**src/rtl/kernel_bank_scheduler_if.sv**
```systemverilog
// Handshake bundle between the kernel bank scheduler, the weight loader and the compute engine.
// The master side is the scheduler; the slave side is the loader/compute environment.
interface kernel_bank_scheduler_if #(
  parameter int IDX_W = 9
);
  logic             start;
  logic [IDX_W-1:0] kernel_total;
  logic             load_req;
  logic             load_bank;
  logic [IDX_W-1:0] load_idx;
  logic             load_done;
  logic             comp_req;
  logic             comp_grant;
  logic             comp_bank;
  logic [IDX_W-1:0] comp_idx;
  logic             comp_release;
  logic             layer_done;
  logic             busy;

  modport master (
    input  start, kernel_total, load_done, comp_req, comp_release,
    output load_req, load_bank, load_idx, comp_grant, comp_bank, comp_idx, layer_done, busy
  );

  modport slave (
    output start, kernel_total, load_done, comp_req, comp_release,
    input  load_req, load_bank, load_idx, comp_grant, comp_bank, comp_idx, layer_done, busy
  );
endinterface

```
**src/rtl/kernel_bank_scheduler.sv**
```systemverilog
// Double-buffered kernel scheduler: ping-pongs weight banks between the loader and compute,
// keeping the load of kernel k+1 overlapped with compute on kernel k.
module kernel_bank_scheduler #(
  parameter int IDX_W         = 9,
  parameter int DEFAULT_TOTAL = 96
) (
  input  logic                   clk,
  input  logic                   rst,
  kernel_bank_scheduler_if.master bus
);
  typedef enum logic [1:0] {IDLE, RUN, DONE} state_e;
  typedef enum logic [1:0] {EMPTY, LOADING, FULL, INUSE} bank_e;

  state_e           state_q, state_d;
  bank_e            bank_q [2];
  bank_e            bank_d [2];
  logic [IDX_W-1:0] total_q, total_d;
  logic [IDX_W-1:0] next_load_q, next_load_d;
  logic [IDX_W-1:0] next_comp_q, next_comp_d;
  logic             load_req_q, load_req_d;
  logic             load_bank_q, load_bank_d;
  logic [IDX_W-1:0] load_idx_q, load_idx_d;
  logic             comp_grant_q, comp_grant_d;
  logic             comp_bank_q, comp_bank_d;
  logic [IDX_W-1:0] comp_idx_q, comp_idx_d;
  logic             layer_done_q, layer_done_d;

  logic [IDX_W-1:0] start_total;
  logic             inuse_any;

  assign start_total = (&bus.kernel_total) ? IDX_W'(DEFAULT_TOTAL) : bus.kernel_total;
  assign inuse_any   = (bank_q[0] == INUSE) || (bank_q[1] == INUSE);

  always_comb begin
    state_d      = state_q;
    bank_d       = bank_q;
    total_d      = total_q;
    next_load_d  = next_load_q;
    next_comp_d  = next_comp_q;
    load_req_d   = load_req_q;
    load_bank_d  = load_bank_q;
    load_idx_d   = load_idx_q;
    comp_grant_d = 1'b0;
    comp_bank_d  = comp_bank_q;
    comp_idx_d   = comp_idx_q;
    layer_done_d = 1'b0;
    case (state_q)
      IDLE: begin
        if (bus.start) begin
          total_d     = start_total;
          next_load_d = '0;
          next_comp_d = '0;
          bank_d[0]   = EMPTY;
          bank_d[1]   = EMPTY;
          if (start_total == '0) begin
            state_d      = DONE;
            layer_done_d = 1'b1;
          end else begin
            // Kernel 0 is issued on the start edge so load_req is up in the first RUN cycle.
            state_d     = RUN;
            load_req_d  = 1'b1;
            load_bank_d = 1'b0;
            load_idx_d  = '0;
            bank_d[0]   = LOADING;
          end
        end
      end
      RUN: begin
        if (load_req_q && bus.load_done) begin
          load_req_d          = 1'b0;
          bank_d[load_bank_q] = FULL;
          next_load_d         = next_load_q + 1'b1;
        end else if (!load_req_q && (next_load_q < total_q) && (bank_q[next_load_q[0]] == EMPTY)) begin
          load_req_d              = 1'b1;
          load_bank_d             = next_load_q[0];
          load_idx_d              = next_load_q;
          bank_d[next_load_q[0]]  = LOADING;
        end
        // A release and a grant never share an edge: the released bank is still INUSE this cycle.
        if (bus.comp_release && inuse_any) begin
          bank_d[comp_bank_q] = EMPTY;
          next_comp_d         = next_comp_q + 1'b1;
          if (next_comp_d == total_q) begin
            state_d      = DONE;
            layer_done_d = 1'b1;
          end
        end else if (bus.comp_req && !inuse_any && (bank_q[next_comp_q[0]] == FULL)) begin
          comp_grant_d           = 1'b1;
          comp_bank_d            = next_comp_q[0];
          comp_idx_d             = next_comp_q;
          bank_d[next_comp_q[0]] = INUSE;
        end
      end
      DONE:    state_d = IDLE;
      default: state_d = IDLE;
    endcase
  end

  always_ff @(posedge clk) begin
    if (rst) begin
      state_q      <= IDLE;
      bank_q[0]    <= EMPTY;
      bank_q[1]    <= EMPTY;
      total_q      <= '0;
      next_load_q  <= '0;
      next_comp_q  <= '0;
      load_req_q   <= 1'b0;
      load_bank_q  <= 1'b0;
      load_idx_q   <= '0;
      comp_grant_q <= 1'b0;
      comp_bank_q  <= 1'b0;
      comp_idx_q   <= '0;
      layer_done_q <= 1'b0;
    end else begin
      state_q      <= state_d;
      bank_q       <= bank_d;
      total_q      <= total_d;
      next_load_q  <= next_load_d;
      next_comp_q  <= next_comp_d;
      load_req_q   <= load_req_d;
      load_bank_q  <= load_bank_d;
      load_idx_q   <= load_idx_d;
      comp_grant_q <= comp_grant_d;
      comp_bank_q  <= comp_bank_d;
      comp_idx_q   <= comp_idx_d;
      layer_done_q <= layer_done_d;
    end
  end

  assign bus.load_req   = load_req_q;
  assign bus.load_bank  = load_bank_q;
  assign bus.load_idx   = load_idx_q;
  assign bus.comp_grant = comp_grant_q;
  assign bus.comp_bank  = comp_bank_q;
  assign bus.comp_idx   = comp_idx_q;
  assign bus.layer_done = layer_done_q;
  assign bus.busy       = (state_q != IDLE);
endmodule

```
**src/flat_wrapper.sv**
```systemverilog
// flat-port wrapper written by rule: the top's interface ports become plain ports
module kernel_bank_scheduler_flat 
#(
  parameter int IDX_W         = 9,
  parameter int DEFAULT_TOTAL = 96
)
  (clk, rst, bus_start, bus_kernel_total, bus_load_done, bus_comp_req, bus_comp_release, bus_load_req, bus_load_bank, bus_load_idx, bus_comp_grant, bus_comp_bank, bus_comp_idx, bus_layer_done, bus_busy);
  kernel_bank_scheduler_if #(.IDX_W(IDX_W)) bus_i ();
  input  logic clk;
  input  logic rst;
  input wire logic [$bits(bus_i.start)-1:0] bus_start;
  input wire logic [$bits(bus_i.kernel_total)-1:0] bus_kernel_total;
  input wire logic [$bits(bus_i.load_done)-1:0] bus_load_done;
  input wire logic [$bits(bus_i.comp_req)-1:0] bus_comp_req;
  input wire logic [$bits(bus_i.comp_release)-1:0] bus_comp_release;
  output wire logic [$bits(bus_i.load_req)-1:0] bus_load_req;
  output wire logic [$bits(bus_i.load_bank)-1:0] bus_load_bank;
  output wire logic [$bits(bus_i.load_idx)-1:0] bus_load_idx;
  output wire logic [$bits(bus_i.comp_grant)-1:0] bus_comp_grant;
  output wire logic [$bits(bus_i.comp_bank)-1:0] bus_comp_bank;
  output wire logic [$bits(bus_i.comp_idx)-1:0] bus_comp_idx;
  output wire logic [$bits(bus_i.layer_done)-1:0] bus_layer_done;
  output wire logic [$bits(bus_i.busy)-1:0] bus_busy;
  assign bus_i.start = bus_start;
  assign bus_i.kernel_total = bus_kernel_total;
  assign bus_i.load_done = bus_load_done;
  assign bus_i.comp_req = bus_comp_req;
  assign bus_i.comp_release = bus_comp_release;
  assign bus_load_req = bus_i.load_req;
  assign bus_load_bank = bus_i.load_bank;
  assign bus_load_idx = bus_i.load_idx;
  assign bus_comp_grant = bus_i.comp_grant;
  assign bus_comp_bank = bus_i.comp_bank;
  assign bus_comp_idx = bus_i.comp_idx;
  assign bus_layer_done = bus_i.layer_done;
  assign bus_busy = bus_i.busy;
  kernel_bank_scheduler #(.IDX_W(IDX_W), .DEFAULT_TOTAL(DEFAULT_TOTAL)) u_core (.clk(clk), .rst(rst), .bus(bus_i));
endmodule
```
**config.mk**
```make
export PLATFORM = sky130hd
export DESIGN_NAME = kernel_bank_scheduler_flat
export DESIGN_NICKNAME = d
export VERILOG_FILES = /design/src/rtl/kernel_bank_scheduler_if.sv /design/src/rtl/kernel_bank_scheduler.sv /design/src/flat_wrapper.sv
export SDC_FILE = /design/constraint.sdc
export NUM_CORES = 1
export LEC_CHECK = 0
export BUFFER_PORTS_ARGS = -buffer_cell sky130_fd_sc_hd__buf_2
export CELL_PAD_IN_SITES_DETAIL_PLACEMENT = 0
export CELL_PAD_IN_SITES_GLOBAL_PLACEMENT = 1
export CORE_UTILIZATION = 42
export CTS_CLUSTER_DIAMETER = 100
export DETAILED_ROUTE_END_ITERATION = 7
export HOLD_SLACK_MARGIN = 0.03
export PLACE_DENSITY = 0.82
export SKIP_LAST_GASP = 1
export SLEW_MARGIN = 20
export SYNTH_ARGS = -nofsm -noshare
export SYNTH_HDL_FRONTEND = slang
export SYNTH_SLANG_ARGS = --single-unit
```
**constraint.sdc**
```tcl
create_clock -name clk -period 2.9 [get_ports clk]
set_input_delay 0.435 -clock clk [delete_from_list [all_inputs] [get_ports clk]]
set_output_delay 0.435 -clock clk [all_outputs]
set_load 0.02 [all_outputs]
```
==> results of run 1 <==
-- state kept, by name, indices dropped and copies added (netlist names) --
register and cells:
u_core.next_load_q 9, u_core.next_comp_q 9, u_core.bank_q 4, u_core.bus.comp_grant 1, u_core.bus.load_req 1, u_core.bus.load_idx 9, u_core.bus.comp_idx 9, u_core.state_q 2
u_core.total_q 9, u_core.bus.layer_done 1
-- cell type report --
type	instances	share of cell area
inverters	11	0.01367
flip-flops and latches	54	0.3579
repair buffers	41	0.07042
well taps	75	0.03107
clock buffers	5	0.02278
clock inverters	2	0.003314
multi-input cells	247	0.5008
-- worst paths after layout --
path	startpoint	to	slack [ps]	depth (start not counted)
min	bus_kernel_total[2]	u_core.total_q[2]	360	3
min reg2reg	u_core.bus.comp_idx[2]	u_core.bus.comp_idx[2]	450	2
max reg2reg	u_core.total_q[8]	u_core.bus.load_idx[5]	570	8
max	u_core.total_q[8]	u_core.bus.load_idx[5]	570	8
-- cell usage in the layout (no fill, tap or decap), types with 2 or more instances in the layout --
master      n
a211oi_1    2
a21boi_0    2
a21oi_1    32
a22o_1      2
a22oi_1     2
a31oi_1     4
and3_1      5
buf_2      38
buf_4       3
clkbuf_8    5
clkinv_2    2
dfxtp_1    54
ha_1       10
inv_1      10
nand2_1    43
nand2b_1   12
nand3_1     7
nand4_1     8
nor2_1     25
nor2b_1     6
nor3_1      6
nor3b_1     2
o21ai_0    19
o21ba_2     2
o2bb2ai_1   9
or3_1       9
xnor2_1     7
xor2_1     11
-- logic make-up (layout without fill, tap and decap cells) --
logic type                 count (synthesis)  count (layout)  share of synthesized area
and+or+nand+nor                          134             134                     0.2552
AOI/OAI and AO/OA                         84              84                     0.1943
DFF                                       54              54                     0.3987
buffers and inverters                     26              59                    0.04338
xor gates and xnor gates                  18              18                    0.05814
adders and majority gates                 10              10                    0.04615
muxes                                      1               1                   0.004153
-- power by group --
group          internal, mW  switching (mW)  leakage, nW  total (mW)
combinational        0.0561          0.0978        0.717       0.154
sequential            0.755          0.0142        0.437       0.769
clock                 0.163           0.238       0.0438       0.401
total                 0.974           0.350         1.20        1.32
-- metal layers --
| layer | vias up | wire length (µm) |
|---|---|---|
| met5 | - | 0 |
| met4 | 0 | 78 |
| met3 | 7 | 336 |
| met2 | 58 | 2651 |
| met1 | 1078 | 3080 |
| li1 | 1218 | - |
-- stage by stage --
step           worst slack (ps)  area (µm²)  hold slack (ps)  utilization  power (mW)
2_1_floorplan             881.3        2711            456.6            -      0.8929
3_3_place_gp              694.4        2942            439.4       0.4853      0.9378
3_5_place_dp              583.5        2942            446.5       0.4853      0.9388
4_1_cts                   556.3        3020            359.0       0.4983       1.332
5_1_grt                   323.9        3020            364.6       0.4983       1.383
6_report                  572.9        3020            360.0       0.4983       1.324
-- worst max-delay path, stage by stage, from the launching register on --
cell and delay, ps:
dfxtp_1 380, inv_1 70, ha_1 300, a211oi_1 220, o21ai_0 110, a311oi_1 290
o31ai_2 180, nor3_2 530, o2bb2ai_1 180
==> qor.csv, run 1 <==
metric;value;unit
area_growth;11.40;%
yosysSeqAreaShare;0.3987;
vias;2361;
synth_edf_count;0;
regArea;1081;µm²
met1_usage;0.2863;
dp.cells;428;
first_pass_iters;4;
use_met2;0.3091;
clk_latency;310;ps
fillerInstances;613;
async_flop_share;0;
power.density;438.2;nW/µm²
drv_cap;0;
syn_area_per_cell;8.292;µm²
setup_viol;0;
ir_drop;0.0002028;V
numCtsBuffers;5;
ant_nets;0;
core-area;6061;µm²
tightestPinTransition;801.6;ps
hpwl;4609;µm
fmaxAchievable;0.4297;GHz
setup-tns-final;0;ps
ys_ff_latch;54;
rows;28;
wl;6146;µm
fin_crit;2327;ps
cts_setup_buffers;0;
drive_gt1_frac;0.1639;
finClkSkew;5.704;ps
die_area;6781;µm²
port_buffers;38;
avgRoutedWirePerCell;14.13;µm
synthCells;327;
crit_type;register to register;
yosysMostFrequentCell;dfxtp_1;
hold_viol_final;0;
maxSlewViolCount;0;
period_share;0.8025;
yosysUniqueCellTypes;51;
cts.path.max_buffers;2;
finalWeightedCongestion;0.7983;
dieHeight;82.35;µm
max_slew_margin;0.4656;
cts.sinks;54;
ys_warn_count;0;
cp_max_fo;9;
synth_area;2711;µm²
nNetsFinal;385;
multi_input_area;1513;µm²
path_clk_slew;90;ps
antenna_found_initial;0;
grt_max_degree;46;
drcViolationCount;0;
ios;39;
fin_cells;435;
syn_nets;352;
grt_pass1_wl;10320;µm
start_kind;register;
cts_hold_buf;0;
end_kind;register;
grt_pass1_vias;2190;
n_antenna_cell;0;
drtIter0Drc;213;
synthTopCellsByCount;dfxtp_1 (54), nand2_1 (43), a21oi_1 (32);
required;3140;ps
gr-usage-met3;0.02967;
grtUsageTotal;0.2010;
grt_overflow;0;
rsz0062_at_grt;false;
hp-class;primary input to register;
status;finished clean;
root_buffer;clkbuf_8;
synth_top_area_share;0.3987;
synth_area_leader_cell;dfxtp_1;
ys.flop_type;dfxtp_1;
h-tree-depth;2;
p_leak;1.198;nW
synthTopCellsByArea;dfxtp_1 (40%), nand2_1 (6.0%), a21oi_1 (5.9%);
vias_per_cell;5.428;
grt_most_used_layer;met2;
worstPathArrival;2570;ps
die_w;82.35;µm
initial_core_util;0.4474;
ctsResizeCount;0;
cts_tree;done;
Power figures use the tool's default switching activity.
==> inputs of run 2 (changes only) <==
--- a/config.mk
+++ b/config.mk
@@ -8,11 +8,11 @@
 export BUFFER_PORTS_ARGS = -buffer_cell sky130_fd_sc_hd__buf_2
 export CELL_PAD_IN_SITES_DETAIL_PLACEMENT = 0
 export CELL_PAD_IN_SITES_GLOBAL_PLACEMENT = 1
-export CORE_UTILIZATION = 42
+export CORE_UTILIZATION = 38
 export CTS_CLUSTER_DIAMETER = 100
 export DETAILED_ROUTE_END_ITERATION = 7
 export HOLD_SLACK_MARGIN = 0.03
-export PLACE_DENSITY = 0.82
+export PLACE_DENSITY = 0.78
 export SKIP_LAST_GASP = 1
 export SLEW_MARGIN = 20
 export SYNTH_ARGS = -nofsm -noshare
==> constraint.sdc (replaced) <==
create_clock -name clk -period 2.1 [get_ports clk]
set_input_delay 0.315 -clock clk [delete_from_list [all_inputs] [get_ports clk]]
set_output_delay 0.315 -clock clk [all_outputs]
set_load 0.02 [all_outputs]
==> qor.csv, run 2 (synthesis gave the netlist of run 1 again) <==
metric;value;unit;change
setup_viol;0;;unchanged
antenna_found_initial;0;;unchanged
maxSlewViolCount;0;;unchanged
worst_path_largest_cell_delay;340;ps;was 530 ps
fin_ws;109.8;ps;was 572.9 ps
die_area;7477;µm²;was 6781 µm²
crit_type;register to register;;unchanged
wl_met3;275;µm;was 336 µm
drive_gt1_frac;0.2225;;was 0.1639
cts.sinks;54;;unchanged
initial_core_util;0.3969;;was 0.4474
dp.cells;466;;was 428
clk_latency;310;ps;about the same
dpl_cell_area;3095;µm²;was 2942 µm²
worstPathArrival;2230;ps;was 2570 ps
cp.buffers_inverters;2;;was 1
final_area;3262;µm²;was 3020 µm²
fin_cells;478;;was 435
wl;6742;µm;was 6146 µm
hp-class;primary input to register;;unchanged
rows;30;;was 28
mostFrequentLayoutCell;dfxtp_1;;unchanged
hold_viol_final;0;;unchanged
tightestPinTransition;575.4;ps;was 801.6 ps
wl_met2;2928;µm;was 2651 µm
numCtsBuffers;5;;unchanged
fillerInstances;714;;was 613
grt_overflow;0;;unchanged
power.density;590.0;nW/µm²;was 438.2 nW/µm²
h-tree-depth;2;;unchanged
finalWeightedCongestion;0.7650;;was 0.7983
fin_crit;1990;ps;was 2327 ps
cp_max_fo;9;;unchanged
n_antenna_cell;0;;unchanged
met1_length;3455;µm;was 3080 µm
grt_pass1_vias;2205;;was 2190
vias_per_cell;5.211;;was 5.428
seqPwrFrac;0.551;;was 0.581
start_kind;register;;unchanged
hpwl;4891;µm;was 4609 µm
p_int;1.387;mW;was 0.9736 mW
path_cells;inv_1 > ha_4 > a211oi_2 > o21ai_1 > a311oi_2 > o31ai_4 > nor3_2 > buf_6 > o2bb2ai_1;;was inv_1 > ha_1 > a211oi_1 > o21ai_0 > a311oi_1 > o31ai_2 > nor3_2 > o2bb2ai_1
p_sw_frac;0.2793;;was 0.2644
area_growth;20.30;%;was 11.40%
finClkSkew;6.268;ps;was 5.704 ps
drtIter0Drc;118;;was 213
nNetsFinal;406;;was 385
fmaxAchievable;0.5025;GHz;was 0.4297 GHz
total_power;1.925;mW;was 1.324 mW
crit_family;compound AO/OA/AOI/OAI gates;;unchanged
dieHeight;86.47;µm;was 82.35 µm
cpMaxStageDelayCell;dfxtp_1;;was nor3_2
p_leak;1.310;nW;was 1.198 nW
drv_cap;0;;unchanged
top_layer;met4;;unchanged
avgRoutedWirePerCell;14.10;µm;was 14.13 µm
final_cell_mix;dfxtp_1 (53), nand2_1 (43), buf_2 (38);;was dfxtp_1 (54), nand2_1 (43), buf_2 (38)
net-switching-power;0.5375;mW;was 0.3500 mW
grtUsageTotal;0.1859;;was 0.2010
status;finished clean;;unchanged
cts_tree;done;;unchanged
cts.path.max_buffers;2;;unchanged
core-area;6832;µm²;was 6061 µm²
max_slew_margin;0.6164;;was 0.4656
path_clk_slew;100;ps;was 90 ps
port_buffers;38;;unchanged
first_pass_iters;4;;unchanged
ant_nets;0;;unchanged
post-place-ws;-112.1;ps;was 583.5 ps
period_share;0.9477;;was 0.8025
ir_drop;0.0002789;V;was 0.0002028 V
grt_max_degree;30;;was 46
root_buffer;clkbuf_8;;unchanged
drcViolationCount;0;;unchanged
grt_pass1_wl;10850;µm;was 10320 µm
ios;39;;unchanged
die_w;86.47;µm;was 82.35 µm
vias;2491;;was 2361
end_kind;register;;unchanged
required;2340;ps;was 3140 ps
setup-tns-final;0;ps;unchanged
comb_power_share;0.141;;was 0.116
p_clk_frac;0.308;;was 0.303
run 2: cell count changes in the layout (fill, tap and decap cells not counted), sizes merged:
cell      before  now
clkinvlp       0    1
a21oi         33   34
buf           41   61
run 2: worst min-delay path: stages:
cell,delay [ps]
buf_2,90
nand2_1,50
o21ai_0,60
run 2: stage by stage:
| stage | util | hold slack, ps |
|---|---|---|
| 2_1_floorplan | - | 423.6 |
| 3_3_place_gp | 0.4531 | 438.2 |
| 3_5_place_dp | 0.4531 | 447.2 |
| 4_1_cts | 0.4681 | 231.0 |
| 5_1_grt | 0.4775 | 257.9 |
| 6_report | 0.4775 | 239.2 |
run 2: what timing repair did:
item                                    4_1_cts  5_1_grt
hold buffers                                  0        0
endpoints found under the setup margin       10       11
cloned                                        0        1
pin swaps                                     1        4
buffers inserted                              0        3
resized for setup                             2        6
run 2: power by group through the flow:
| stage | clock network, mW | registers [mW] | logic, mW |
|---|---|---|---|
| floorplan | 0 | 1.08 | 0.150 |
| global placement | 0 | 1.08 | 0.228 |
| CTS | 0.604 | 1.06 | 0.237 |
| finish | 0.592 | 1.06 | 0.272 |
| global route | 0.646 | 1.06 | 0.298 |
| detailed placement | 0 | 1.08 | 0.230 |
run 2: final timing paths:
path,from,to,slack (ps),depth (start not counted)
hold / removal,bus_kernel_total[2],u_core.total_q[2],240,3
setup / recovery,u_core.total_q[8],u_core.bus.load_idx[3],110,9
hold reg to reg,u_core.bus.comp_idx[2],u_core.bus.comp_idx[2],460,2
setup reg to reg,u_core.total_q[8],u_core.bus.load_idx[3],110,9
run 2: area by class of cell:
| class | instances | area, µm² | area share |
|---|---|---|---|
| clock buffer | 5 | 68.82 | 0.02110 |
| clock inverter | 3 | 21.27 | 0.006521 |
| inverter | 11 | 41.29 | 0.01266 |
| multi-input combinational | 248 | 1562 | 0.4787 |
| sequential | 54 | 1082 | 0.3318 |
| tap | 96 | 120.1 | 0.03682 |
| timing repair buffer | 61 | 366.6 | 0.1124 |
run 2: metal layers:
layer  track usage  vias to the layer above
met5             0                        -
met4       0.06212                        0
met3       0.03048                        7
met2        0.2785                       59
met1        0.2704                     1165
li1              -                     1260
